==> config.mk <==
export PLATFORM = sky130hd
export DESIGN_NAME = rom_dl_arbiter
export DESIGN_NICKNAME = d
export VERILOG_FILES = /design/src/rtl/rom_dl_pkg.sv /design/src/rtl/rom_region_decode.sv /design/src/rtl/rom_dl_arbiter.sv
export SDC_FILE = /design/constraint.sdc
export NUM_CORES = 1
export LEC_CHECK = 0
export CELL_PAD_IN_SITES_DETAIL_PLACEMENT = 0
export CELL_PAD_IN_SITES_GLOBAL_PLACEMENT = 1
export CORE_ASPECT_RATIO = 1.25
export CORE_MARGIN = 10
export CORE_UTILIZATION = 42
export DETAILED_ROUTE_END_ITERATION = 12
export GPL_ROUTABILITY_DRIVEN = 1
export PLACE_DENSITY = 0.85
export SYNTH_ARGS = -nofsm -noshare
export SYNTH_HDL_FRONTEND = slang
export SYNTH_SLANG_ARGS = --single-unit
==> constraint.sdc <==
create_clock -name clk_sys -period 5.2 [get_ports clk_sys]
set_clock_uncertainty 0.15 [all_clocks]
set_input_delay 0.78 -clock clk_sys [delete_from_list [all_inputs] [get_ports clk_sys]]
set_output_delay 0.78 -clock clk_sys [all_outputs]
set_load 0.01 [all_outputs]
==> src/rtl/rom_dl_pkg.sv <==
// rtl/rom_dl_pkg.sv - shared types and default bounds for the ROM download arbiter
package rom_dl_pkg;

  typedef enum logic [1:0] {
    ST_RUN   = 2'd0,
    ST_DL    = 2'd1,
    ST_FLUSH = 2'd2,
    ST_HOLD  = 2'd3
  } dl_state_e;

  localparam logic [2:0] REGION_NONE = 3'b000;
  localparam logic [2:0] REGION_CPU  = 3'b001;
  localparam logic [2:0] REGION_GFX  = 3'b010;
  localparam logic [2:0] REGION_PROM = 3'b100;

  localparam logic [15:0] CPU_END_DEF  = 16'h4000;
  localparam logic [15:0] GFX_END_DEF  = 16'h5000;
  localparam logic [15:0] PROM_END_DEF = 16'h5020;
  localparam int          HOLD_CYC_DEF = 16;

endpackage

==> src/rtl/rom_region_decode.sv <==
// rtl/rom_region_decode.sv - byte address to one-hot ROM region plus in-range flag
module rom_region_decode
  import rom_dl_pkg::*;
#(
  parameter logic [15:0] CPU_END  = CPU_END_DEF,
  parameter logic [15:0] GFX_END  = GFX_END_DEF,
  parameter logic [15:0] PROM_END = PROM_END_DEF
) (
  input  logic [15:0] addr,
  output logic [2:0]  region,
  output logic        in_range
);

  always_comb begin
    region = REGION_NONE;
    if (addr < CPU_END)       region = REGION_CPU;
    else if (addr < GFX_END)  region = REGION_GFX;
    else if (addr < PROM_END) region = REGION_PROM;
    in_range = (region != REGION_NONE);
  end

endmodule

==> src/rtl/rom_dl_arbiter.sv <==
// rtl/rom_dl_arbiter.sv - shares the ROM store between HPS download and core fetch
module rom_dl_arbiter
  import rom_dl_pkg::*;
#(
  parameter logic [15:0] CPU_END  = CPU_END_DEF,
  parameter logic [15:0] GFX_END  = GFX_END_DEF,
  parameter logic [15:0] PROM_END = PROM_END_DEF,
  parameter int          HOLD_CYC = HOLD_CYC_DEF
) (
  input  logic        clk_sys,
  input  logic        reset_n,
  input  logic        ioctl_download,
  input  logic        ioctl_wr,
  input  logic [24:0] ioctl_addr,
  input  logic [7:0]  ioctl_dout,
  output logic        ioctl_wait,
  input  logic        cpu_req,
  input  logic [15:0] cpu_addr,
  output logic        cpu_ack,
  input  logic        mem_ready,
  output logic [15:0] mem_addr,
  output logic [7:0]  mem_din,
  output logic        mem_we,
  output logic        mem_rd,
  output logic [2:0]  region_sel,
  output logic        core_reset,
  output logic [15:0] dl_bytes
);

  localparam int             CW        = $clog2(HOLD_CYC + 1);
  localparam logic [CW-1:0]  HOLD_INIT = CW'(HOLD_CYC);

  dl_state_e       state_q, state_d;
  logic [CW-1:0]   hold_cnt_q;
  logic            wb_full;
  logic [15:0]     wb_addr;
  logic [7:0]      wb_data;
  logic [2:0]      wb_region;
  logic            rd_wait;
  logic            rd_drop;

  logic [2:0]      dec_region;
  logic            dec_in_range;
  logic            fetch_busy;
  logic            capture;
  logic            wr_issue;
  logic            rd_issue;
  logic            we_accept;

  rom_region_decode #(
    .CPU_END  (CPU_END),
    .GFX_END  (GFX_END),
    .PROM_END (PROM_END)
  ) u_decode (
    .addr     (ioctl_addr[15:0]),
    .region   (dec_region),
    .in_range (dec_in_range)
  );

  always_ff @(posedge clk_sys or negedge reset_n) begin
    if (!reset_n) state_q <= ST_HOLD;
    else          state_q <= state_d;
  end

  always_comb begin
    state_d = state_q;
    unique case (state_q)
      ST_RUN:   if (ioctl_download) state_d = ST_DL;
      ST_DL:    if (!ioctl_download) state_d = ST_FLUSH;
      ST_FLUSH: if (!wb_full) state_d = ST_HOLD;
      ST_HOLD: begin
        if (ioctl_download)               state_d = ST_DL;
        else if (hold_cnt_q <= CW'(1))    state_d = ST_RUN;
      end
      default:  state_d = ST_HOLD;
    endcase
  end

  // A fetch caught by a download start is drained with its ack masked before any write goes out.
  always_comb begin
    fetch_busy = mem_rd | rd_wait;
    we_accept  = mem_we & mem_ready;
    cpu_ack    = rd_wait & mem_ready & ~rd_drop & (state_q == ST_RUN);
    capture    = (state_q == ST_DL) & ioctl_wr & ~wb_full &
                 (ioctl_addr[24:16] == 9'd0) & dec_in_range;
    wr_issue   = ((state_q == ST_DL) | (state_q == ST_FLUSH)) & ~fetch_busy & ~mem_we &
                 (wb_full | capture);
    rd_issue   = (state_q == ST_RUN) & cpu_req & ~fetch_busy & ~wb_full;
  end

  assign ioctl_wait = wb_full;

  always_ff @(posedge clk_sys or negedge reset_n) begin
    if (!reset_n) begin
      hold_cnt_q <= HOLD_INIT;
      wb_full    <= 1'b0;
      wb_addr    <= '0;
      wb_data    <= '0;
      wb_region  <= REGION_NONE;
      rd_wait    <= 1'b0;
      rd_drop    <= 1'b0;
      mem_we     <= 1'b0;
      mem_rd     <= 1'b0;
      mem_addr   <= '0;
      mem_din    <= '0;
      region_sel <= REGION_NONE;
      core_reset <= 1'b1;
      dl_bytes   <= '0;
    end else begin
      if (capture) begin
        wb_full   <= 1'b1;
        wb_addr   <= ioctl_addr[15:0];
        wb_data   <= ioctl_dout;
        wb_region <= dec_region;
      end else if (we_accept) begin
        wb_full   <= 1'b0;
      end

      // Writes come straight from the HPS bus when the buffer was empty, else from the buffer.
      if (wr_issue) begin
        mem_we     <= 1'b1;
        mem_addr   <= wb_full ? wb_addr   : ioctl_addr[15:0];
        mem_din    <= wb_full ? wb_data   : ioctl_dout;
        region_sel <= wb_full ? wb_region : dec_region;
      end else if (we_accept) begin
        mem_we     <= 1'b0;
      end

      if (rd_issue) begin
        mem_rd   <= 1'b1;
        mem_addr <= cpu_addr;
      end else if (mem_rd && mem_ready) begin
        mem_rd   <= 1'b0;
      end

      if (mem_rd && mem_ready)       rd_wait <= 1'b1;
      else if (rd_wait && mem_ready) rd_wait <= 1'b0;

      if (rd_wait && mem_ready)                   rd_drop <= 1'b0;
      else if (state_q != ST_RUN && fetch_busy)   rd_drop <= 1'b1;

      if (state_q != ST_DL && state_d == ST_DL)      dl_bytes <= '0;
      else if (we_accept && dl_bytes != 16'hFFFF)    dl_bytes <= dl_bytes + 16'd1;

      if (state_d == ST_DL)                              core_reset <= 1'b1;
      else if (state_q == ST_HOLD && state_d == ST_RUN)  core_reset <= 1'b0;

      if (state_q == ST_FLUSH && state_d == ST_HOLD)     hold_cnt_q <= HOLD_INIT;
      else if (state_q == ST_HOLD && hold_cnt_q != '0)   hold_cnt_q <= hold_cnt_q - CW'(1);
    end
  end

endmodule

==> flow_summary.toml, run 1 <==
[die]
dieArea_mm2 = 0.01462
die_height_um = 132.7
start_util = 0.4268
io_pins = 103
die_x_um = 110.2
core-area_mm2 = 0.01000
rows = 41

[global_route]
grt_overflow = 0
antenna_found_initial = 0
grt_max_degree = 84
grt_pass1_vias = 3471
track_usage = 0.1463
grt_pass1_wl_um = 17310

[cts]
htree_levels = 3
cts_resized = 0
clk_pin_slew_ns = 0.06
cts_hold_buf = 0
root_buffer = "clkbuf_16"
post_cts_buffers = 0
cts_tree = "built"
cts_sinks = 83
clockBufferDepth = 2
worstSkewPairLatency_ns = 0.33
numCtsBuffers = 9

[power_and_ir_drop]
p_int_mw = 1.543
ir_drop_mv = 0.2303
switching_share = 0.3172
power_frac_comb = 0.348
p_leak_nw = 2.343
power.share.sequential = 0.372
powerDensity_mw_per_mm2 = 400.9
pwr-share-clk = 0.280
p_sw_mw = 0.7171

[synthesis]
yosys.area.top_type = "dfrtp_1"
synthFlopType = "dfrtp_1"
synth_edf_count = 0
syn_avg_cell_area_um2 = 11.18
yosysTopAreaCellShare = 0.4631
seq_area_frac_synth = 0.4877
ys_types = 49
yosysWarnings = 0
async_reset_ff_frac = 1.000
syn_nets = 445
netlist_area_mm2 = 0.004269
synth-seq-cells = 83
netlist_top_cells_area = "dfrtp_1 46%, mux2_2 7.9%, a21oi_1 4.5%, mux2i_1 4.2%, mux2_4 4.2%"
syn_inst = 382

[cells_and_area]
stdcell_count = 612
final_util = 0.5636
final_nets = 541
drive_above_1_share = 0.1532
antenna_cells = 0
syn2layout_area_growth_pct = 32.06

[hold_path]
hold_path_depth = 1
hold_class = "reg -> reg"

[routing]
first_iter_violations = 126
drcViolationCount = 0
wirelength_um = 10640
viasPerCell = 5.368
vias = 3285
dr.pass1.iters = 4
routedWlPerCell_um = 17.39
ant_nets = 0

[worst_setup_path]
cp_num_buf_inv = 2
cpPeakStageDelay_ns = 0.65
r2r_slack_ns = 2.12
cp_data_required_time_ns = 5.27
cp_data_arrival_time_ns = 3.41
r2r.worst_path.cells = 6
worst_setup_path_start_kind = "primary input"
critPathMaxFanout = 20
crit_type = "in -> reg"
worstPathCellList = "clkdlybuf4s50_1 -> nor4b_1 -> and3_4 -> o21a_1 -> buf_4 -> mux2_2"
critPathCaptureType = "flop"
cpLargestDelayFamily = "buffers and inverters"
critPathSlowestCell = "o21a_1"
path_depth = 6

[sta]
fin_crit_ns = 3.344
maxSlewViolCount = 0
setup_violations = 0
finalSetupTns_ns = 0
min_period_over_period = 0.6430
rsz0062_at_grt = "no"
worstMarginPinSlew_ns = 1.057
relSlewSlack = 0.2956
worst_hold_slack_ns = 0.3533
hold_viol_final = 0
fmax_ghz = 0.2991

[job]
drv_cap = 0

[place]
gp_congestion = 0.8139
portBuffers = 102
post-dp-hpwl_um = 7696
dp_cells = 596

[outcome]
outcome = "finished, final reports clean"
cell families (layout without fill, tap and decap cells):
logic type / count (synthesis) / after routing / share of synthesized area
compound gates: 100 / 100 / 0.1433
flops: 83 / 83 / 0.4877
simple gates: 79 / 79 / 0.1014
mux: 60 / 60 / 0.1635
buf+inv: 34 / 135 / 0.04367
xor+xnor: 18 / 18 / 0.03693
fa+ha+maj: 8 / 8 / 0.02345
metal layers:
metal	global-route usage	vias to the layer above	part of all wire	wire [um]
met4	0.04506	0	0.0096	102
met3	0.05685	8	0.083	885
met1	0.1702	1628	0.42	4438
met5	0	-	0	0
li1	-	1574	-	-
met2	0.2399	75	0.49	5218
sequential cells by signal (all words and copies together) (netlist names):
register / cells
core_reset: 1
dl_bytes: 16
hold_cnt_q: 5
ioctl_wait: 1
mem_addr: 16
mem_din: 8
mem_rd: 1
mem_we: 1
rd_drop: 1
rd_wait: 1
region_sel: 3
state_q: 2
wb_addr: 16
wb_data: 8
wb_region: 3
cell type report:
| class | instances | area [um2] |
|---|---|---|
| Clock buffer | 12 | 246.5 |
| Clock inverter | 4 | 50.05 |
| Fill cell | 888 | 4365 |
| Inverter | 13 | 48.80 |
| Multi-Input combinational cell | 265 | 2001 |
| Sequential cell | 83 | 2082 |
| Tap cell | 129 | 161.4 |
| Timing Repair Buffer | 106 | 1049 |
power by group through the flow:
stage	Combinational, mW	Sequential, mW	Clock, mW
finish	0.786	0.842	0.632
global route	0.868	0.857	0.681
CTS	0.802	0.844	0.653
detailed placement	0.798	0.853	0
global placement	0.783	0.849	0
floorplan	0.465	0.871	0
per-stage QoR:
step / area, um2 / setup WS (ns) / total power, mW
2_1_floorplan: 4269 / 2.878 / 1.336
3_3_place_gp: 5341 / 1.638 / 1.632
3_5_place_dp: 5341 / 1.504 / 1.651
4_1_cts: 5638 / 1.869 / 2.298
5_1_grt: 5638 / 1.769 / 2.406
6_report: 5638 / 1.856 / 2.260
cells in the mapped netlist (2+ instances only):
cell,number
o21a_1,2
dfrtp_1,79
inv_1,13
dfstp_2,4
a2111oi_2,2
nor4_1,3
o22ai_1,18
nand4_1,3
and4_1,2
a21o_1,3
mux2i_1,18
ha_1,8
xor2_1,2
o32ai_1,2
a31oi_1,4
nor3_2,2
mux2_2,30
o21ai_0,22
buf_2,5
a21oi_1,38
clkbuf_1,9
xnor2_1,16
buf_6,5
nor3_1,4
nand2_1,29
nor2_1,9
a211oi_1,2
mux2_4,12
and3_1,5
nand3_1,8
and2_1,2
nor4b_1,3
nor3b_1,2
layout by cell type, fill, tap and decap left out, drive strengths merged, types with 2 or more instances in the layout:
| cell | synthesis | final |
|---|---|---|
| a2111oi | 2 | 2 |
| a211oi | 2 | 2 |
| a21o | 3 | 3 |
| a21oi | 38 | 38 |
| a31oi | 4 | 4 |
| and2 | 2 | 2 |
| and3 | 6 | 6 |
| and4 | 2 | 2 |
| buf | 12 | 5 |
| clkbuf | 9 | 12 |
| clkdlybuf4s50 | 0 | 101 |
| clkinvlp | 0 | 2 |
| dfrtp | 79 | 79 |
| dfstp | 4 | 4 |
| ha | 8 | 8 |
| inv | 13 | 13 |
| mux2 | 42 | 42 |
| mux2i | 18 | 18 |
| nand2 | 29 | 29 |
| nand3 | 8 | 8 |
| nand4 | 3 | 3 |
| nor2 | 9 | 9 |
| nor3 | 6 | 6 |
| nor3b | 2 | 2 |
| nor4 | 3 | 3 |
| nor4b | 3 | 3 |
| o21a | 2 | 2 |
| o21ai | 23 | 23 |
| o22ai | 18 | 18 |
| o32ai | 2 | 2 |
| xnor2 | 16 | 16 |
| xor2 | 2 | 2 |
final timing paths:
kind / startpoint / end
setup / recovery: ioctl_addr[14] / wb_data[7]
hold / removal: rd_wait / rd_drop
setup reg to reg: state_q[0] / wb_data[7]
hold reg to reg: rd_wait / rd_drop
max in group asynchronous: reset_n / wb_region[2]
min in group asynchronous: reset_n / hold_cnt_q[2]
No activity file was read; power rests on OpenSTA's default activity.
==> run 2, diff against run 1 <==
--- a/config.mk
+++ b/config.mk
@@ -9,10 +9,10 @@
 export CELL_PAD_IN_SITES_GLOBAL_PLACEMENT = 1
 export CORE_ASPECT_RATIO = 1.25
 export CORE_MARGIN = 10
-export CORE_UTILIZATION = 42
+export CORE_UTILIZATION = 35
 export DETAILED_ROUTE_END_ITERATION = 12
 export GPL_ROUTABILITY_DRIVEN = 1
-export PLACE_DENSITY = 0.85
+export PLACE_DENSITY = 0.75
 export SYNTH_ARGS = -nofsm -noshare
 export SYNTH_HDL_FRONTEND = slang
 export SYNTH_SLANG_ARGS = --single-unit
==> constraint.sdc (replaced) <==
create_clock -name clk_sys -period 3 [get_ports clk_sys]
set_clock_uncertainty 0.15 [all_clocks]
set_input_delay 0.45 -clock clk_sys [delete_from_list [all_inputs] [get_ports clk_sys]]
set_output_delay 0.45 -clock clk_sys [all_outputs]
set_load 0.01 [all_outputs]
==> flow_summary.toml, run 2 (same netlist as run 1, synthesis figures left out) <==
[outcome]
outcome = "finished, final reports clean"

[cts]
worstSkewPairLatency_ns = 0.33
clk_pin_slew_ns = 0.06
htree_levels = 3
cts_resized = 0
cts_tree = "built"
cts_hold_buf = 0
clockBufferDepth = 2
numCtsBuffers = 9
post_cts_buffers = 0
root_buffer = "clkbuf_16"
cts_sinks = 83

[sta]
hold_viol_final = 0
min_period_over_period = 0.8654
fin_crit_ns = 2.596
finalSetupTns_ns = 0
worstMarginPinSlew_ns = 1.061
rsz0062_at_grt = "no"
maxSlewViolCount = 0
layout_setup_ws_ns = 0.4038
relSlewSlack = 0.2926
setup_violations = 0
fmax_ghz = 0.3852

[worst_setup_path]
critPathMaxFanout = 8
worstPathCellList = "inv_1 -> ha_1 -> and4b_1 -> clkdlybuf4s50_1"
crit_type = "reg -> out"
critPathSlowestCell = "dfstp_2"
cpLargestDelayFamily = "flip-flops"
cp_data_required_time_ns = 2.40
cpPeakStageDelay_ns = 0.56
cp_num_buf_inv = 2
worst_setup_path_start_kind = "flop"
critPathCaptureType = "output pin"
cp_data_arrival_time_ns = 2.00

[die]
die_height_um = 143.5
die_x_um = 118.8
core-area_mm2 = 0.01205
rows = 45
io_pins = 103
dieArea_mm2 = 0.01704
start_util = 0.3543

[cells_and_area]
top_regs = "dl_bytes (16), mem_addr (16), wb_addr (16)"
mostFrequentLayoutCell = "clkdlybuf4s50_1"
final_cell_mix = "101 x clkdlybuf4s50_1, 79 x dfrtp_1, 38 x a21oi_1"
antenna_cells = 0
drive_above_1_share = 0.1694
syn2layout_area_growth_pct = 33.91
final_nets = 548

[power_and_ir_drop]
ir_drop_mv = 0.3006
powerDensity_mw_per_mm2 = 686.9
p_leak_nw = 2.378

[routing]
vias = 3277
top_layer = "met4"
drcViolationCount = 0
dr_wl_met3_um = 564
wl_met2_um = 5745
dr.pass1.iters = 4
wl_met1_um = 4712
first_iter_violations = 113
viasPerCell = 5.011
wirelength_um = 11130
ant_nets = 0
routedWlPerCell_um = 17.02

[global_route]
grt_overflow = 0
grt_pass1_wl_um = 18030
grt_pass1_vias = 3492
antenna_found_initial = 0
track_usage = 0.1302
grt_max_degree = 84

[hold_path]
hold_class = "in -> async"

[place]
gp_congestion = 0.7612
post-dp-hpwl_um = 8168
portBuffers = 102
dp_slack_ns = 0.2307

[job]
drv_cap = 0
-- run 2: stage by stage --
stage	hold WS [ns]	util	area (um2)	std cells	power, mW
final	0.1627	0.4745	5717	654	3.927
after floorplan	0.004409	-	4269	382	2.316
after global routing	0.2444	0.4745	5717	654	4.179
after detailed placement	0.3447	0.4513	5438	638	2.934
after global placement	0.3192	0.4513	5438	638	2.886
after CTS	0.2025	0.4745	5717	654	3.997
-- run 2: final timing paths --
| path | startpoint | end | slack, ns | cells past startpoint |
|---|---|---|---|---|
| worst max-delay path | state_q[0] | cpu_ack | 0.40 | 4 |
| worst min-delay path | reset_n | wb_addr[7] | 0.16 | 1 |
| min in group clk_sys | wb_addr[4] | wb_addr[4] | 0.35 | 1 |
| worst min register to register | wb_addr[4] | wb_addr[4] | 0.35 | 1 |
| worst max register to register | state_q[0] | mem_addr[3] | 0.45 | 6 |
| max in group asynchronous | reset_n | dl_bytes[1] | 1.87 | 1 |
-- run 2: final cells by class --
class	instances	area [um2]
clock buffers	10	239.0
clock inverters	6	40.04
fillers	1174	6332
inverters	13	48.80
multi-input cells	265	2001
flip-flops and latches	83	2082
well taps	164	205.2
repair buffers	113	1101
-- run 2: report_power, final --
group	internal [mW]	switching (mW)	total, mW
clock	0.583	0.449	1.03
combinational	0.721	0.707	1.43
sequential	1.32	0.143	1.47
-- run 2: per-layer routing --
| metal | up-vias | track usage |
|---|---|---|
| li1 | 1592 | - |
| met1 | 1620 | 0.1477 |
| met2 | 58 | 0.2261 |
| met3 | 7 | 0.03964 |
| met4 | 0 | 0.04829 |
| met5 | - | 0 |
-- run 2: worst register-to-register path: stages (launching register included) --
cell	delay [ns]
dfstp_2	0.56
ha_1	0.23
nor4bb_1	0.22
and3_1	0.36
o211ai_4	0.22
nand3b_4	0.31
mux2_2	0.38
==> run 3, diff against run 2 <==
--- a/config.mk
+++ b/config.mk
@@ -7,7 +7,6 @@
 export LEC_CHECK = 0
 export CELL_PAD_IN_SITES_DETAIL_PLACEMENT = 0
 export CELL_PAD_IN_SITES_GLOBAL_PLACEMENT = 1
-export CORE_ASPECT_RATIO = 1.25
 export CORE_MARGIN = 10
 export CORE_UTILIZATION = 35
 export DETAILED_ROUTE_END_ITERATION = 12
==> flow_summary.toml, run 3 (same netlist as run 1, synthesis figures left out) <==
[die]
start_util = 0.3569
dieArea_mm2 = 0.01701
rows = 40
io_pins = 103
core-area_mm2 = 0.01196
die_x_um = 130.4
die_height_um = 130.4

[cells_and_area]
regArea_mm2 = 0.002082
final_nets = 552
final_cell_mix = "101 x clkdlybuf4s50_1, 79 x dfrtp_1, 38 x a21oi_1"
multi_input_area_mm2 = 0.002002
antenna_cells = 0
mostFrequentLayoutCell = "clkdlybuf4s50_1"
fin_area_mm2 = 0.005799
drive_above_1_share = 0.1761
fillers = 1110
final_util = 0.4848
syn2layout_area_growth_pct = 35.84
stdcell_count = 641
top_regs = "dl_bytes (16), mem_addr (16), wb_addr (16)"

[sta]
rsz0062_at_grt = "no"
min_period_over_period = 0.8688
fin_crit_ns = 2.606
hold_viol_final = 0
fmax_ghz = 0.3837
layout_setup_ws_ns = 0.3936
relSlewSlack = 0.6048
worstMarginPinSlew_ns = 0.5929
finalSetupTns_ns = 0
worst_hold_slack_ns = 0.3460
setup_violations = 0
maxSlewViolCount = 0

[worst_setup_path]
cp_data_required_time_ns = 2.40
cp_data_arrival_time_ns = 2.01
rr_startpoint = "state_q[0]"
r2r_end = "mem_addr[3]"
r2r.worst_path.cells = 6
worst_setup_path_start_kind = "flop"
crit_type = "reg -> out"
critPathMaxFanout = 8
r2r_slack_ns = 0.42
critPathCaptureType = "output pin"

[global_route]
grt_pass1_vias = 3514
grt_overflow = 0
antenna_found_initial = 0
track_usage = 0.1298
grt_max_degree = 45
grt_pass1_wl_um = 17640

[routing]
vias = 3301
viasPerCell = 5.150
first_iter_violations = 235
routedWlPerCell_um = 17.24
wirelength_um = 11050
ant_nets = 0
drcViolationCount = 0
dr.pass1.iters = 4

[power_and_ir_drop]
power.total_mw = 4.099
ir_drop_mv = 0.3647
p_leak_nw = 2.420
powerDensity_mw_per_mm2 = 706.8
power_frac_comb = 0.344
p_sw_mw = 1.274
pwr-share-clk = 0.299
p_int_mw = 2.825
switching_share = 0.3109
power.share.sequential = 0.357

[place]
post-dp-hpwl_um = 8133
gp_congestion = 0.7900
post_dp_cell_area_mm2 = 0.005453
dp_slack_ns = 0.2286
portBuffers = 102
dp_cells = 624

[job]
drv_cap = 0

[hold_path]
hold_path_depth = 1
hold_class = "reg -> reg"
hold_end = "rd_drop"
worstHoldStart = "rd_wait"

[cts]
root_buffer = "clkbuf_16"
cts_tree = "built"
numCtsBuffers = 9
post_cts_buffers = 0
clk_pin_slew_ns = 0.06
htree_levels = 3
cts_sinks = 83
worstSkewPairLatency_ns = 0.33
clockBufferDepth = 2

[outcome]
outcome = "finished, final reports clean"
## run 3: cell count changes in the layout (fill, tap and decap cells not counted)
cell,delta
clkinvlp_4,+1
bufinv_16,+2
buf_12,+1
clkbuf_8,+1
o21a_2,+1
clkinv_2,-3
dlygate4sd3_1,+1
buf_4,+2
clkinv_4,-1
o21a_1,-1
## run 3: per-layer routing
layer	wire length, um	vias up	GRT usage
met5	0	-	0
met4	94	0	0.02747
met3	946	11	0.05520
met2	5217	92	0.2128
met1	4791	1607	0.1561
li1	-	1591	-
## run 3: final cells by class
class	count	area share
multi-input combinational	265	0.3452
timing repair buffer	117	0.1976
sequential	83	0.3590
clock inverter	5	0.01446
tap	147	0.03172
inverter	13	0.008414
clock buffer	11	0.04358
## run 3: worst max path at each step
stage / from / end / slack, ns / cells past startpoint
global route: state_q[0] / mem_addr[3] / 0.27 / 6
global placement: ioctl_addr[12] / mem_addr[4] / 0.30 / 6
floorplan: state_q[1] / mem_addr[10] / 0.78 / 9
CTS: state_q[0] / cpu_ack / 0.37 / 4
finish: state_q[0] / cpu_ack / 0.39 / 4
detailed placement: ioctl_addr[15] / mem_addr[3] / 0.23 / 6
## run 3: power groups by stage
stage | sequential, mW | combinational, mW | clock (mW)
after floorplan | 1.51 | 0.806 | 0
after global placement | 1.48 | 1.41 | 0
after detailed placement | 1.48 | 1.43 | 0
after CTS | 1.47 | 1.44 | 1.26
after global routing | 1.49 | 1.54 | 1.30
final | 1.46 | 1.41 | 1.22
## run 3: critical path, stage by stage, from the launching register on
cell,delay (ns)
dfstp_2,0.56
inv_1,0.07
ha_1,0.29
and4b_1,0.26
clkdlybuf4s50_1,0.48
## run 3: timing repair
item	in CTS	in global routing
hold buffers	1	0
endpoints found under the hold margin	41	0
resized for setup	0	0
